<file path="src/rtl/alu_arbiter.sv">
// alu_arbiter: shares one external combinational ALU between two requesters.
//   Requester 0 is the pipeline EX stage and requester 1 is the multi-cycle/debug port.
//   Arbitration is round-robin. Operands and the result are registered, and the
//   response is held until the owning requester accepts it.
// Ports:
//   clk, rst_n                 clock (rising edge) and asynchronous active-low reset
//   reqN_valid / reqN_ready    request handshake; ready is combinational, IDLE winner only
//   reqN_a, reqN_b, reqN_func  request operands and function code
//   rspN_valid / rspN_ready    response handshake; only the owner's valid is raised
//   rsp_out, rsp_of, rsp_err   shared result, overflow flag and illegal-function flag
//   alu_a, alu_b, alu_func     registered operands driven to the external ALU
//   alu_out, alu_of            external ALU result and overflow
//   busy                       an operation is in flight (not IDLE)
//   of_sticky, of_clr          sticky overflow flag and its synchronous clear
module alu_arbiter #(
   parameter int unsigned DATA_W   = 16,
   parameter int unsigned OUT_W    = 32,
   parameter int unsigned FUNC_W   = 3,
   parameter int unsigned MAX_FUNC = 5
) (
   input  logic              clk,
   input  logic              rst_n,
   input  logic              req0_valid,
   output logic              req0_ready,
   input  logic [DATA_W-1:0] req0_a,
   input  logic [DATA_W-1:0] req0_b,
   input  logic [FUNC_W-1:0] req0_func,
   input  logic              req1_valid,
   output logic              req1_ready,
   input  logic [DATA_W-1:0] req1_a,
   input  logic [DATA_W-1:0] req1_b,
   input  logic [FUNC_W-1:0] req1_func,
   output logic              rsp0_valid,
   input  logic              rsp0_ready,
   output logic              rsp1_valid,
   input  logic              rsp1_ready,
   output logic [OUT_W-1:0]  rsp_out,
   output logic              rsp_of,
   output logic              rsp_err,
   output logic [DATA_W-1:0] alu_a,
   output logic [DATA_W-1:0] alu_b,
   output logic [FUNC_W-1:0] alu_func,
   input  logic [OUT_W-1:0]  alu_out,
   input  logic              alu_of,
   output logic              busy,
   output logic              of_sticky,
   input  logic              of_clr
);

   typedef enum logic [1:0] {IDLE, EXEC, RESP} state_t;

   state_t            state, state_nxt;
   logic              last_grant;
   logic              owner, owner_nxt;
   logic              winner_c;
   logic              hs_c;
   logic              illegal_c;
   logic              rsp_done_c;
   logic [DATA_W-1:0] win_a_c, win_b_c;
   logic [FUNC_W-1:0] win_func_c;

   // Round-robin winner selection and the combinational request handshake
   always_comb begin
      winner_c = 1'b0;
      if (req0_valid && req1_valid) begin
         winner_c = ~last_grant;
      end else if (req1_valid) begin
         winner_c = 1'b1;
      end
      hs_c       = (state == IDLE) && (req0_valid || req1_valid);
      req0_ready = hs_c && !winner_c;
      req1_ready = hs_c && winner_c;
      win_a_c    = winner_c ? req1_a    : req0_a;
      win_b_c    = winner_c ? req1_b    : req0_b;
      win_func_c = winner_c ? req1_func : req0_func;
      illegal_c  = (win_func_c > FUNC_W'(MAX_FUNC));
      rsp_done_c = (state == RESP) && (owner ? rsp1_ready : rsp0_ready);
   end

   // Next-state logic; an illegal function skips EXEC and responds directly
   always_comb begin
      state_nxt = state;
      owner_nxt = owner;
      case (state)
         IDLE: begin
            if (hs_c) begin
               state_nxt = illegal_c ? RESP : EXEC;
               owner_nxt = winner_c;
            end
         end
         EXEC:    state_nxt = RESP;
         RESP:    if (rsp_done_c) state_nxt = IDLE;
         default: state_nxt = IDLE;
      endcase
   end

   // State, ownership and the status outputs derived from the next state
   always_ff @(posedge clk or negedge rst_n) begin
      if (!rst_n) begin
         state      <= IDLE;
         owner      <= 1'b0;
         last_grant <= 1'b1;
         busy       <= 1'b0;
         rsp0_valid <= 1'b0;
         rsp1_valid <= 1'b0;
      end else begin
         state      <= state_nxt;
         owner      <= owner_nxt;
         if (hs_c) last_grant <= winner_c;
         busy       <= (state_nxt != IDLE);
         rsp0_valid <= (state_nxt == RESP) && !owner_nxt;
         rsp1_valid <= (state_nxt == RESP) && owner_nxt;
      end
   end

   // Operand latch on grant; these hold their values until the next grant
   always_ff @(posedge clk or negedge rst_n) begin
      if (!rst_n) begin
         alu_a    <= '0;
         alu_b    <= '0;
         alu_func <= '0;
      end else if (hs_c) begin
         alu_a    <= win_a_c;
         alu_b    <= win_b_c;
         alu_func <= win_func_c;
      end
   end

   // Response capture: the ALU result at the end of EXEC, or a zeroed error on an illegal grant
   always_ff @(posedge clk or negedge rst_n) begin
      if (!rst_n) begin
         rsp_out <= '0;
         rsp_of  <= 1'b0;
         rsp_err <= 1'b0;
      end else if (hs_c && illegal_c) begin
         rsp_out <= '0;
         rsp_of  <= 1'b0;
         rsp_err <= 1'b1;
      end else if (state == EXEC) begin
         rsp_out <= alu_out;
         rsp_of  <= alu_of;
         rsp_err <= 1'b0;
      end
   end

   // Sticky overflow; a set in the same cycle as a clear takes priority
   always_ff @(posedge clk or negedge rst_n) begin
      if (!rst_n) begin
         of_sticky <= 1'b0;
      end else if ((state == EXEC) && alu_of) begin
         of_sticky <= 1'b1;
      end else if (of_clr) begin
         of_sticky <= 1'b0;
      end
   end

endmodule

</file>
<file path="config.mk">
export PLATFORM = sky130hd
export DESIGN_NAME = alu_arbiter
export DESIGN_NICKNAME = d
export VERILOG_FILES = /design/src/rtl/alu_arbiter.sv
export SDC_FILE = /design/constraint.sdc
export NUM_CORES = 1
export LEC_CHECK = 0
export CORE_MARGIN = 3
export CORE_UTILIZATION = 40
export CTS_BUF_LIST = sky130_fd_sc_hd__clkbuf_4 sky130_fd_sc_hd__clkbuf_8
export DETAILED_ROUTE_END_ITERATION = 12
export HOLD_SLACK_MARGIN = 0.05
export PLACE_DENSITY = 0.79
export SETUP_SLACK_MARGIN = 0.2
export SYNTH_ARGS = -nofsm -noshare
export SYNTH_HDL_FRONTEND = slang
export SYNTH_SLANG_ARGS = --single-unit
</file>
<file path="constraint.sdc">
create_clock -name clk -period 2 [get_ports clk]
set_clock_uncertainty 0.1 [all_clocks]
set_input_delay 0.3 -clock clk [delete_from_list [all_inputs] [get_ports clk]]
set_output_delay 0.3 -clock clk [all_outputs]
set_load 0.01 [all_outputs]
</file>
# Yosys cells after proc, flatten, opt, wreduce, memory -nomap -nowiden
# Index checks and enable logic that the tools add are counted.
# totals
reg_bits,77
input_bits,110
output_inout_bits,75
# classes
n_lt_le_gt_ge,1
eq_ne,3
n_mux,20
n_bitwise,1
n_reduce_logical,16
# op_table
operator,n
32-bit two-way mux,2
16-bit two-way mux,2
1-bit two-way mux,11
1-bit logical AND,9
2-bit two-way mux,3
2-bit case mux with 3 select lines,1
2-bit nonzero test,3
2-bit == test (second input constant),2
3-bit > comparator (second input constant),1
3-bit two-way mux,1
2-bit by 1-bit == test with 1-bit output (second input constant),1
1-bit zero test,2
2-bit zero test,1
1-bit logical OR,1
1-bit NOT,1

# Longest topological paths before layout
# Gate-level depths: netlist of run 1.
# logic_depth
depth_word,9
ltp_mapped,6
mapped_depth_nobuf,4

# Worst setup path after synthesis of run 1
# No wires, ideal clock.
# synth_path
path_type,flip-flop to flip-flop
start,register last_grant
end,register rsp_of
setup_time_ps,119
arrival_time_ps,1293
required_ps,1781
slack_ps,488
path_stages_with_launch,7
path_buffers,2
cell_sequence,dfstp_2 a21boi_4 mux2i_1 and2_1 buf_6 buf_8 a21oi_2
# synth_via
elab_chain_len,6
# synth_lines
element,line_no,rtl
start: declaration,53,logic last_grant;
start signal: assignment,109,if (hs_c) last_grant <= winner_c;
1-bit NOT *,66,winner_c = ~last_grant;
1-bit two-way mux *,65,if (req0_valid && req1_valid) begin
3-bit two-way mux *,75,win_func_c = winner_c ? req1_func : req0_func;
3-bit > comparator *,76,illegal_c = (win_func_c > FUNC_W'(MAX_FUNC));
1-bit logical AND *,135,end else if (hs_c && illegal_c) begin
1-bit two-way mux / 2-bit nonzero test (equally long branches),--,
end signal: assignment,141,rsp_of <= alu_of;
end: declaration,38,"output logic rsp_of,"
# Every way passes the cells marked *; elsewhere a longest branch is shown, timed or not.
# A chain may end at the register's enable or synchronous reset.

# Worst setup path after layout of run 1
# layout_path
start,register last_grant
end,output port req0_ready
# layout_via
elab_chain_len,4
# layout_lines
element,line_no,rtl
1-bit NOT,66,
1-bit two-way mux,65,
1-bit zero test,71,req0_ready = hs_c && !winner_c;
1-bit logical AND,71,
end: declaration,24,"output logic req0_ready,"
# Every way passes these cells.

==> out/qor.yml, run 1 <==
run_status:
  status: "completed"
clocking:
  cts_root_buf: "clkbuf_8"
  clk_pin_slew_ns: 0.08
  cts_tree: "done"
  htreeDepth: 3
  clk_latency_ns: 0.32
  cts.sinks: 77
  cts_buffer_depth: 2
  cts_buffers: 9
pwr:
  cellPowerDensity_nw_per_um2: 1420
  switching_share_pct: 35.2
  power_frac_comb_pct: 49.7
  vdd_drop_max_uv: 863
  intPower_mw: 5.16
  pwr-share-seq_pct: 34.0
  power_switching_mw: 2.81
  leakage_nw: 2.45
  clock_power_share_pct: 16.2
route:
  via_per_inst: 4.97
  antenna_left: 0
  drc: 0
  routed_wl_mm: 10.3
  dr_total_vias: 3139
  first_iter_violations: 92
  wl_per_cell_um: 16.3
  first_pass_iters: 4
global_route:
  first_global_vias: 3357
  track_usage_pct: 21.3
  use_met1_pct: 25.0
  grt_first_pass_wirelength_mm: 16.3
  grt_start_max_net_pins: 38
  grt.busiest_layer: "met2"
  grt.met3_usage_pct: 6.49
  gr-usage-met2_pct: 36.9
  grt_overflow: 0
  antenna_found_initial: 0
critical_path:
  crit_chain: "a21boi_4 > buf_6 > nor4_4 > buf_2"
  cpMaxStageDelayCell: "dfstp_2"
  cp_max_fo: 2
  slowest_delay_ns: 0.56
  cp-start-kind: "flop"
  arrival_ns: 1.39
  crit_type: "reg2out"
  worstSetupEndpointType: "primary output"
  worstRegToRegCells: 7
  critPathRequiredTime_ns: 1.60
yosys:
  syn_area_um2: 3310
  synth_seq_area_share_pct: 58.2
  synth_simple_gate_area_share_pct: 18.0
  syn_avg_cell_area_um2: 9.97
  syn_nets: 442
  synth_top_area_share_pct: 57.4
  synth_xor_area_share_pct: 0
  synth_largest_area_cell: "dfrtp_1"
  synthCells: 332
  ys_warn_count: 0
  synth.area.top_cells: "dfrtp_1 (57%), nand2_1 (16%), a21oi_2 (7.9%)"
  ys_types: 23
  synth-seq-cells: 77
  synth_top_family_by_area: "compound AO/OA/AOI/OAI gates"
  synthAdderAreaFrac_pct: 0
  synth_compound_gate_area_share_pct: 18.1
  synth.area.mux_share_pct: 1.21
sta:
  layout_min_cycle_time_ns: 1.79
  fin_crit_sh_pct: 89.7
  fmax_ghz: 0.558
  hold_violations: 0
  hold_slack_ns: 0.390
  slew_headroom_pct: 67.2
  setup_violations: 0
  setup_slack_ns: 0.206
  slew_violations: 0
  rsz0062_at_grt: "yes"
  tightest_slew_ns: 0.493
layout:
  stdcell_count: 631
  nNetsFinal: 634
  fillers: 616
  drive_gt1_share_pct: 14.6
  syn_to_final_growth_pct: 69.7
  postLayoutCellArea_um2: 5620
  fin_util_pct: 71.2
  antenna_cells: 0
placed_design:
  dp_hpwl_mm: 7.35
  dpl_worst_slack_ns: -0.200
  io_buffers: 184
  placed_cells: 610
  place_area_um2: 5300
  gp_congestion: 0.761
die:
  start_util_pct: 42.0
  ios: 185
  die_w_um: 97.0
  rows: 32
  die_area_um2: 9400
  die_h_um: 97.0
  core_um2: 7890
run:
  drv_cap: 0
min_path:
  worstHoldPathType: "in2async"
final cells by class:
class	instances	area (um^2)	share of cell area, %
repair buffers	204	2080	37.0
flip-flops and latches	77	1930	34.4
multi-input cells	230	1250	22.2
clock buffers	10	138	2.45
well taps	102	128	2.27
clock inverters	6	86.3	1.54
inverters	2	7.51	0.134
power groups by stage:
| stage | clock, mW | combinational (mW) | sequential, mW |
|---|---|---|---|
| finish | 1.29 | 3.96 | 2.71 |
| floorplan | 0 | 1.58 | 2.98 |
| global route | 1.41 | 4.28 | 2.80 |
| CTS | 1.32 | 3.96 | 2.71 |
| global placement | 0 | 3.82 | 2.71 |
| detailed placement | 0 | 3.91 | 2.73 |
path summary, 6_finish.rpt:
path                       slack (ns)                      end               startpoint
hold / removal                   0.39  rsp_out[13]$_DFFE_PN0P_                    rst_n
setup / recovery                 0.21               req0_ready   last_grant$_DFFE_PN1P_
hold reg to reg                  0.40  alu_func[1]$_DFFE_PN0P_  alu_func[1]$_DFFE_PN0P_
min in group clk                 0.39     alu_b[5]$_DFFE_PN0P_                req1_b[5]
max in group asynchronous        0.84   rsp_out[4]$_DFFE_PN0P_                    rst_n
setup reg to reg                 0.26   rsp_out[6]$_DFFE_PN0P_   last_grant$_DFFE_PN1P_
flip-flops by register name, summed over array words and instances (netlist names), 2 cells and up:
name,count
rsp_out,32
alu_a,16
alu_b,16
alu_func,3
state,2
synthesized netlist by cell type (all sizes together):
master	count
nand2	138
nor2b	3
nor3	1
nor4	1
nor2	4
inv	2
dfrtp	76
buf	13
a21o	3
a21oi	34
a22oi	33
nand2b	1
mux2i	4
o21ai	4
and2	2
dfstp	1
a21boi	2
clkbuf	10
metrics by stage:
step	setup TNS, ns	power [mW]
floorplan	0	4.56
global placement	-4.39	6.53
detailed placement	-6.56	6.64
CTS	0	7.98
global route	0	8.49
finish	0	7.97
cell families (layout without fill, tap and decap cells):
group,Yosys count,in the layout
flops,77,77
simple gates,150,150
compound gates,76,76
buf+inv,25,222
mux,4,4
placed cells by master (no fill, tap or decap), drive strengths merged, types with 2 or more instances in the layout:
cell type	n
clkdlybuf4s50	179
nand2	138
dfrtp	76
a21oi	34
a22oi	33
buf	20
clkbuf	11
nor2	4
mux2i	4
o21ai	4
a21o	3
nor2b	3
clkinv	3
inv	2
bufinv	2
dlymetal6s2s	2
a21boi	2
and2	2
timing repair:
| action | in CTS | in global routing |
|---|---|---|
| resized for setup | 11 | 7 |
| endpoints found under the hold margin | 34 | 0 |
| setup buffers | 2 | 0 |
| setup endpoints to repair | 36 | 40 |
| pin swaps | 0 | 0 |
| gates cloned | 1 | 1 |
| hold buffers | 1 | 0 |
worst max-delay path: cells and delay by family, from the launching register on:
kind | cells | cell delay [ns]
AOI/OAI and AO/OA | 1 | 0.06
buffers and inverters | 2 | 0.30
and+or+nand+nor | 1 | 0.15
DFF | 1 | 0.56
routing by layer:
metal / share of wire [%] / routed length [um] / vias to the layer above
li1: - / - / 1487
met1: 40 / 4110 / 1497
met2: 50 / 5130 / 141
met3: 8.4 / 866 / 14
met4: 1.6 / 161 / 0
met5: 0 / 0 / -
No activity file was read; power rests on OpenSTA's default activity.
==> run 2, diff against run 1 <==
--- a/config.mk
+++ b/config.mk
@@ -10,6 +10,7 @@
 export CTS_BUF_LIST = sky130_fd_sc_hd__clkbuf_4 sky130_fd_sc_hd__clkbuf_8
 export DETAILED_ROUTE_END_ITERATION = 12
 export HOLD_SLACK_MARGIN = 0.05
+export MAX_ROUTING_LAYER = met4
 export PLACE_DENSITY = 0.79
 export SETUP_SLACK_MARGIN = 0.2
 export SYNTH_ARGS = -nofsm -noshare
==> constraint.sdc (replaced) <==
create_clock -name clk -period 2 [get_ports clk]
set_clock_uncertainty 0.1 [all_clocks]
set_input_delay 0.3 -clock clk [delete_from_list [all_inputs] [get_ports clk]]
set_output_delay 0.3 -clock clk [all_outputs]
set_load 0.05 [all_outputs]
==> out/qor.yml, run 2 (synthesized netlist as in run 1, its figures left out) <==
die:
  die_w_um: 97.0  # unchanged
  start_util_pct: 42.0  # unchanged
  core_um2: 7890  # unchanged
  die_h_um: 97.0  # unchanged
  die_area_um2: 9400  # unchanged
  ios: 185  # unchanged
  rows: 32  # unchanged
layout:
  syn_to_final_growth_pct: 68.9  # was 69.7%
  largest_register: "rsp_out"  # unchanged
  largest_registers: "rsp_out: 32 flops, alu_a: 16 flops, alu_b: 16 flops"  # unchanged
  final-seq-area_um2: 1930  # unchanged
  drive_gt1_share_pct: 15.6  # was 14.6%
  stdcell_count: 634  # was 631
  fillers: 620  # was 616
  multi_input_area_um2: 1250  # about the same
  nNetsFinal: 637  # was 634
  final_common_cell: "nand2_1"  # was clkdlybuf4s50_1
  final_cell_mix: "nand2_1 (138), clkdlybuf4s50_1 (107), dfrtp_1 (74), dlygate4sd2_1 (71), a22oi_1 (33)"  # was clkdlybuf4s50_1 (179), nand2_1 (138), dfrtp_1 (74), a22oi_1 (33), a21oi_2 (30)
  postLayoutCellArea_um2: 5590  # was 5620 um^2
  antenna_cells: 0  # unchanged
  largest_reg_flops: 32  # unchanged
  fin_util_pct: 70.9  # was 71.2%
clocking:
  cts_buffer_depth: 2  # unchanged
  clk_latency_ns: 0.34  # was 0.32 ns
  cts_buffers: 9  # unchanged
  htreeDepth: 3  # unchanged
  cts_root_buf: "clkbuf_8"  # unchanged
  cts_tree: "done"  # unchanged
  cts.sinks: 77  # unchanged
  clk_pin_slew_ns: 0.08  # about the same
global_route:
  grt_first_pass_wirelength_mm: 16.5  # was 16.3 mm
  first_global_vias: 3272  # was 3357
  track_usage_pct: 22.4  # was 21.3%
  grt_overflow: 0  # unchanged
  antenna_found_initial: 0  # unchanged
  grt_start_max_net_pins: 48  # was 38
sta:
  hold_slack_ns: 0.377  # was 0.390 ns
  hold_violations: 0  # unchanged
  setup_slack_ns: 0.0385  # was 0.206 ns
  layout_min_cycle_time_ns: 1.96  # was 1.79 ns
  slew_violations: 0  # unchanged
  slew_headroom_pct: 58.8  # was 67.2%
  setup_violations: 0  # unchanged
  fin_setup_tns_ns: 0  # unchanged
  fmax_ghz: 0.510  # was 0.558 GHz
  fin_crit_sh_pct: 98.1  # was 89.7%
  rsz0062_at_grt: "yes"  # unchanged
  tightest_slew_ns: 0.617  # was 0.493 ns
run_status:
  status: "completed"  # unchanged
run:
  drv_cap: 0  # unchanged
critical_path:
  critPathRequiredTime_ns: 1.60  # about the same
  cp_max_fo: 3  # was 2
  cp-start-kind: "flop"  # unchanged
  rrSetupSlack_ns: 0.31  # was 0.26 ns
  crit_type: "reg2out"  # unchanged
  arrival_ns: 1.56  # was 1.39 ns
  worstSetupEndpointType: "primary output"  # unchanged
pwr:
  vdd_drop_max_uv: 911  # was 863 uV
  cellPowerDensity_nw_per_um2: 1750  # was 1420 nW/um^2
  total_power_mw: 9.78  # was 7.97 mW
  leakage_nw: 2.67  # was 2.45 nW
route:
  routed_wl_mm: 9.96  # was 10.3 mm
  first_iter_violations: 98  # was 92
  dr_total_vias: 3144  # was 3139
  wl_per_cell_um: 15.7  # was 16.3 um
  drc: 0  # unchanged
  antenna_left: 0  # unchanged
  first_pass_iters: 4  # unchanged
  via_per_inst: 4.96  # was 4.97
placed_design:
  io_buffers: 184  # unchanged
  dpl_worst_slack_ns: -0.0426  # was -0.200 ns
  placed_cells: 615  # was 610
  gp_congestion: 0.785  # was 0.761
  dp_hpwl_mm: 7.44  # was 7.35 mm
  place_area_um2: 5370  # was 5300 um^2
min_path:
  worstHoldPathType: "in2reg"  # was in2async
run 2: worst paths after layout:
path	cells after the start	end	from
setup / recovery	5	req0_ready	last_grant$_DFFE_PN1P_
hold / removal	3	alu_a[10]$_DFFE_PN0P_	req1_a[10]
setup reg to reg	8	alu_a[1]$_DFFE_PN0P_	last_grant$_DFFE_PN1P_
hold reg to reg	2	alu_func[1]$_DFFE_PN0P_	alu_func[1]$_DFFE_PN0P_
max in group asynchronous	3	rsp_out[31]$_DFFE_PN0P_	rst_n
min in group asynchronous	2	rsp_out[1]$_DFFE_PN0P_	rst_n
run 2: metal layers:
layer  global-route usage, %  wire [um]
met3                    6.71        790
met2                    37.4       4980
met1                    25.3       3910
met4                    8.96        280
met5                       -          0
run 2: critical path: stages (launching register included):
cell      delay, ns
dfstp_2        0.56
a21boi_4       0.06
buf_6          0.13
nor4_4         0.18
buf_12         0.16
buf_12         0.13
run 2: timing repair:
action | in CTS | in global routing
setup buffers | 1 | 1
hold buffers | 1 | 0
setup endpoints to repair | 73 | 23
endpoints found under the hold margin | 43 | 0
gates resized for setup | 74 | 8
run 2: power breakdown:
part	switching (mW)	internal, mW
Clock	0.577	0.882
Sequential	0.407	2.28
Combinational	3.88	1.76
run 2: layout make-up:
type / instances / area share, %
Clock buffer: 11 / 2.60
Clock inverter: 5 / 1.92
Timing Repair Buffer: 207 / 36.2
Multi-Input combinational cell: 230 / 22.4
Tap cell: 102 / 2.28
Sequential cell: 77 / 34.5
Inverter: 2 / 0.134
